===== config.mk =====
export PLATFORM = sky130hd
export DESIGN_NAME = reg_file_mp_sb
export DESIGN_NICKNAME = d
export VERILOG_FILES = /design/src/rtl/rv32i_defs_pkg.sv /design/src/rtl/rf_scoreboard.sv /design/src/rtl/reg_file_mp_sb.sv
export SDC_FILE = /design/constraint.sdc
export NUM_CORES = 2
export LEC_CHECK = 0
export ABC_AREA = 1
export BUFFER_PORTS_ARGS = -buffer_cell sky130_fd_sc_hd__buf_2
export CORE_ASPECT_RATIO = 1.5
export CORE_UTILIZATION = 50
export CTS_BUF_LIST = sky130_fd_sc_hd__clkbuf_4
export CTS_CLUSTER_DIAMETER = 150
export DETAILED_ROUTE_END_ITERATION = 8
export GPL_ROUTABILITY_DRIVEN = 0
export PLACE_DENSITY = 0.66
export SLEW_MARGIN = 5
export SYNTH_ARGS = -nofsm -noshare
export SYNTH_HDL_FRONTEND = slang
export SYNTH_SLANG_ARGS = --single-unit

===== constraint.sdc =====
create_clock -name clock -period 89.6 [get_ports clock]
set_clock_uncertainty 0.05 [all_clocks]
set_input_delay 13.44 -clock clock [delete_from_list [all_inputs] [get_ports clock]]
set_output_delay 13.44 -clock clock [all_outputs]
set_load 0.005 [all_outputs]

===== src/rtl/rv32i_defs_pkg.sv =====
// Shared RV32I register-file constants: data width, register count and index width.
package rv32i_defs;

    localparam int XLEN = 32;
    localparam int NREG = 32;
    localparam int REG_AW = $clog2(NREG);
    localparam logic [REG_AW-1:0] REG_X0 = 5'd0;

endpackage


===== src/rtl/rf_scoreboard.sv =====
// Busy-bit scoreboard: one bit per architectural register, set on allocation,
// cleared on write-back, wiped on flush. Bit 0 (x0) is never set.
module rf_scoreboard #(
    parameter int NREG = rv32i_defs::NREG,
    localparam int AW = $clog2(NREG)
) (
    input  logic            clock,
    input  logic            reset,
    input  logic            set_en,
    input  logic [AW-1:0]   set_addr,
    input  logic            clr_en,
    input  logic [AW-1:0]   clr_addr,
    input  logic            flush,
    output logic [NREG-1:0] busy_vec
);

    logic [NREG-1:0] busy_q;

    // NOTE: sequential state uses non-blocking assignments; when two of them hit
    // the same bit in one block, the later statement wins, which encodes priority.
    always_ff @(posedge clock or posedge reset) begin
        if (reset) begin
            busy_q <= '0;
        end else if (flush) begin
            busy_q <= '0;
        end else begin
            if (clr_en && clr_addr != '0) busy_q[clr_addr] <= 1'b0;
            // Placed after the clear so a newer producer wins a same-cycle collision.
            if (set_en && set_addr != '0) busy_q[set_addr] <= 1'b1;
        end
    end

    assign busy_vec = busy_q;

endmodule


===== src/rtl/reg_file_mp_sb.sv =====
// Multi-read-port register file with integrated busy-bit scoreboard.
// Writes land on posedge; all read ports sample data and busy flags on negedge.
module reg_file_mp_sb #(
    parameter int XLEN = rv32i_defs::XLEN,
    parameter int NREG = rv32i_defs::NREG,
    parameter int NRP  = 2,
    localparam int AW = $clog2(NREG)
) (
    input  logic                clock,
    input  logic                reset,
    input  logic                cu_rdwrite,
    input  logic [AW-1:0]       rd_addr,
    input  logic [XLEN-1:0]     rd_in,
    input  logic [NRP*AW-1:0]   rs_addr,
    output logic [NRP*XLEN-1:0] rs_data,
    output logic [NRP-1:0]      rs_busy,
    input  logic                alloc_en,
    input  logic [AW-1:0]       alloc_addr,
    input  logic                flush,
    output logic [NREG-1:0]     busy_vec
);

    logic [XLEN-1:0] rf [NREG];
    logic [NREG-1:0] busy;

    // NOTE: the storage array is reset in full so no read can ever return X;
    // this costs a reset net on every flop but removes any x0/uninitialised corner.
    always_ff @(posedge clock or posedge reset) begin
        if (reset) begin
            for (int i = 0; i < NREG; i++) rf[i] <= '0;
        end else if (cu_rdwrite && rd_addr != '0) begin
            rf[rd_addr] <= rd_in;
        end
    end

    rf_scoreboard #(.NREG(NREG)) u_scoreboard (
        .clock    (clock),
        .reset    (reset),
        .set_en   (alloc_en),
        .set_addr (alloc_addr),
        .clr_en   (cu_rdwrite),
        .clr_addr (rd_addr),
        .flush    (flush),
        .busy_vec (busy)
    );

    assign busy_vec = busy;

    // Negedge sampling gives write-then-read in the same cycle without a bypass mux.
    for (genvar p = 0; p < NRP; p++) begin : g_rd
        logic [AW-1:0]   addr;
        logic [XLEN-1:0] data_q;
        logic            busy_q;

        assign addr = rs_addr[p*AW +: AW];

        always_ff @(negedge clock or posedge reset) begin
            if (reset) begin
                data_q <= '0;
                busy_q <= 1'b0;
            end else begin
                data_q <= (addr == '0) ? '0 : rf[addr];
                busy_q <= busy[addr];
            end
        end

        assign rs_data[p*XLEN +: XLEN] = data_q;
        assign rs_busy[p] = busy_q;
    end

endmodule


==> impl_metrics.py <==
metrics = {
    "die": {
        "die_w_um": 286,
        "die_h_um": 428,
        "core_um2": 120000,
        "die_area_um2": 123000,
        "start_util_pct": 50.4,
        "io_pins": 155,
        "rows": 156,
    },
    "clock_network": {
        "numCtsBuffers": 301,
        "path_clk_slew_ns": 0.06,
        "root_buffer": "clkbuf_4",
        "postCtsSetupBuffers": 0,
        "clock_path_buffers": 4,
        "ctsResizeCount": 0,
        "htree_levels": 5,
        "cts_hold_buf": 0,
        "cts_sinks": 1122,
        "cts_tree": "built",
        "clk_latency_ns": 1.31,
    },
    "power_and_ir_drop": {
        "pwr_density_cell_nw_per_um2": 21.4,
        "p_sw_share_pct": 33.2,
        "ir_drop_v": 0.0000135,
        "p_leak_nw": 31.4,
        "p_int_mw": 0.923,
        "pwr-share-comb_pct": 18.3,
        "p_seq_share_pct": 48.1,
        "netSwitchingPower_mw": 0.458,
        "p_clk_share_pct": 33.6,
        "total_power_mw": 1.38,
    },
    "critical_path": {
        "cp.required_ns": 45.73,
        "criticalPathCategory": "primary input to flop",
        "cp_num_buf_inv": 5,
        "critical_path.slowest_cell": "buf_4",
        "crit_fanout": 70,
        "critPathMaxStageDelay_ns": 0.80,
        "cpMostUsedCell": "buf_4",
        "cp_top_family": "buffers and inverters",
        "arrival_ns": 17.63,
        "end_kind": "flop",
        "worstPathCellList": "buf_8 > buf_4 > buf_4 > buf_4 > buf_4 > nand2_1 > o211ai_1 > nand2_1 > nand2_1 > nand3_1 > nor2_1 > nor2_1",
        "worstSetupStartpointType": "primary input",
    },
    "routing": {
        "viasPerCell": 6.01,
        "drtAntennaViolNets": 0,
        "wire_per_inst_um": 23.2,
        "vias": 61632,
        "routed_wl_um": 238000,
        "drtIter0Drc": 8426,
        "drcViolationCount": 0,
        "first_pass_iters": 8,
    },
    "global_route": {
        "overflow": 0,
        "grt_max_degree": 180,
        "grt_pass1_vias": 57853,
        "antenna_found_initial": 12,
        "grt_usage_pct": 38.5,
        "grt_first_pass_wirelength_um": 356000,
    },
    "synthesis": {
        "syn_area_um2": 60600,
        "syn_inst": 8680,
        "yosysSeqAreaShare_pct": 46.4,
        "ys_warn_count": 0,
        "postSynthAreaPerCell_um2": 6.98,
        "synth_cell_types": 32,
        "yosys_register_bits": 1122,
        "syn_nets": 8737,
    },
    "layout": {
        "drive_gt1_share_pct": 9.05,
        "layout_common_cells": "3188 x nand2_1, 1320 x o21ai_0, 1056 x dfrtp_1, 932 x nand3_1, 665 x nor2_1",
        "nNetsFinal": 8515,
        "area_delta_synth_final_pct": 6.85,
        "final_common_cell": "nand2_1",
    },
    "min_path": {
        "hold_class": "flop to flop",
    },
    "sta": {
        "setup_viol": 0,
        "rsz0062_at_grt": "false",
        "slew_headroom_pct": 15.8,
        "drv_slew": 0,
        "timing.setup.tns_ns": 0,
        "worst_slew_pin_slew_ns": 1.26,
        "hold_violations": 0,
    },
    "outcome": {
        "status": "finished, final reports clean",
    },
    "placement": {
        "io_buffers": 154,
        "dpl.hpwl_um": 122000,
    },
    "job": {
        "max-cap-violations": 0,
    },
}
## layout make-up
type | count | area [µm²]
tap | 1580 | 1980
clock buffer | 456 | 3420
timing repair buffer | 249 | 1590
fill | 12123 | 55500
multi-input combinational | 6554 | 28400
sequential | 1122 | 28100
antenna | 13 | 32.5
inverter | 230 | 926
clock inverter | 49 | 264
## power by group through the flow
stage	logic, mW	clock network [mW]	registers, mW
6_report	0.253	0.464	0.664
4_1_cts	0.250	0.468	0.661
3_3_place_gp	0.243	0	0.667
2_1_floorplan	0.189	0	0.654
3_5_place_dp	0.249	0	0.670
5_1_grt	0.290	0.493	0.674
## final timing paths
kind                                           endpoint  slack, ns                start  cells past startpoint
max                        g_rd[0].data_q[23]$_DFF_NP0_      28.10           rs_addr[0]                     12
min                                 rf[993]$_DFFE_PP0P_       0.35  rf[993]$_DFFE_PP0P_                      0
max reg2reg                g_rd[0].data_q[18]$_DFF_NP0_      43.13  rf[306]$_DFFE_PP0P_                      7
min reg2reg                         rf[993]$_DFFE_PP0P_       0.35  rf[993]$_DFFE_PP0P_                      0
max in group asynchronous      g_rd[0].busy_q$_DFF_NP0_      29.15                reset                      6
min in group asynchronous           rf[759]$_DFFE_PP0P_      12.22                reset                      2
## cells in the mapped netlist, drive strengths merged
master / count / area, µm²
o22ai: 2 / 12.5
nor3: 9 / 70.1
clkbuf: 397 / 1490
nor4: 2 / 12.5
and2: 1 / 6.26
nand3: 937 / 4690
a21oi: 258 / 1290
inv: 228 / 861
or2: 7 / 43.8
dfrtp: 1056 / 26400
a22oi: 2 / 15.0
dfrtn: 66 / 1650
buf: 377 / 1920
nor2: 673 / 2570
o211ai: 62 / 465
nand4: 2 / 12.5
and3: 3 / 18.8
nand2: 3213 / 12100
clkinv: 2 / 7.51
o21ai: 1383 / 6920
## worst reg2reg max path, cell delays in order, from the launching register on
cell and delay [ns]:
dfrtp_1 0.39, or2_2 0.27, o21ai_0 0.08, a21oi_1 0.10, nor2_1 0.17, nand2_1 0.13, inv_1 0.08, nor2_1 0.05
## registers in the layout (all words and copies together), names as in the netlist
name,cells
rf,1024
g_rd.busy_q,2
g_rd.data_q,64
u_scoreboard.busy_vec,32
## logic make-up (layout without fill, tap and decap cells)
logic type	Yosys count	after routing	share of synthesized area, %
other	0	13	0
AO/OA/AOI/OAI	1707	1707	14.4
flip-flops	1122	1122	46.4
buffers and inverters	1004	984	7.07
AND/OR/NAND/NOR	4847	4847	32.2
## per-stage QoR
stage | instance area (µm²) | instances | hold WS [ns] | util, % | setup WS (ns)
after CTS | 64700 | 10240 | 0.348 | 53.8 | 28.34
after global routing | 64700 | 10247 | 0.365 | 53.8 | 27.99
after floorplan | 60600 | 8680 | 0.393 | - | 0.461
final | 64700 | 10253 | 0.352 | 53.8 | 28.10
after global placement | 61000 | 9735 | 0.331 | 50.7 | 27.19
after detailed placement | 61000 | 9735 | 0.333 | 50.7 | 27.14
## per-layer routing
layer | vias to the layer above | track usage (%) | part of all wire [%]
li1 | 27758 | - | -
met1 | 28947 | 48.6 | 37
met2 | 3989 | 60.3 | 45
met3 | 924 | 8.87 | 11
met4 | 14 | 22.4 | 6.5
met5 | - | 0 | 0.034
(Power assumes the default switching activity.)
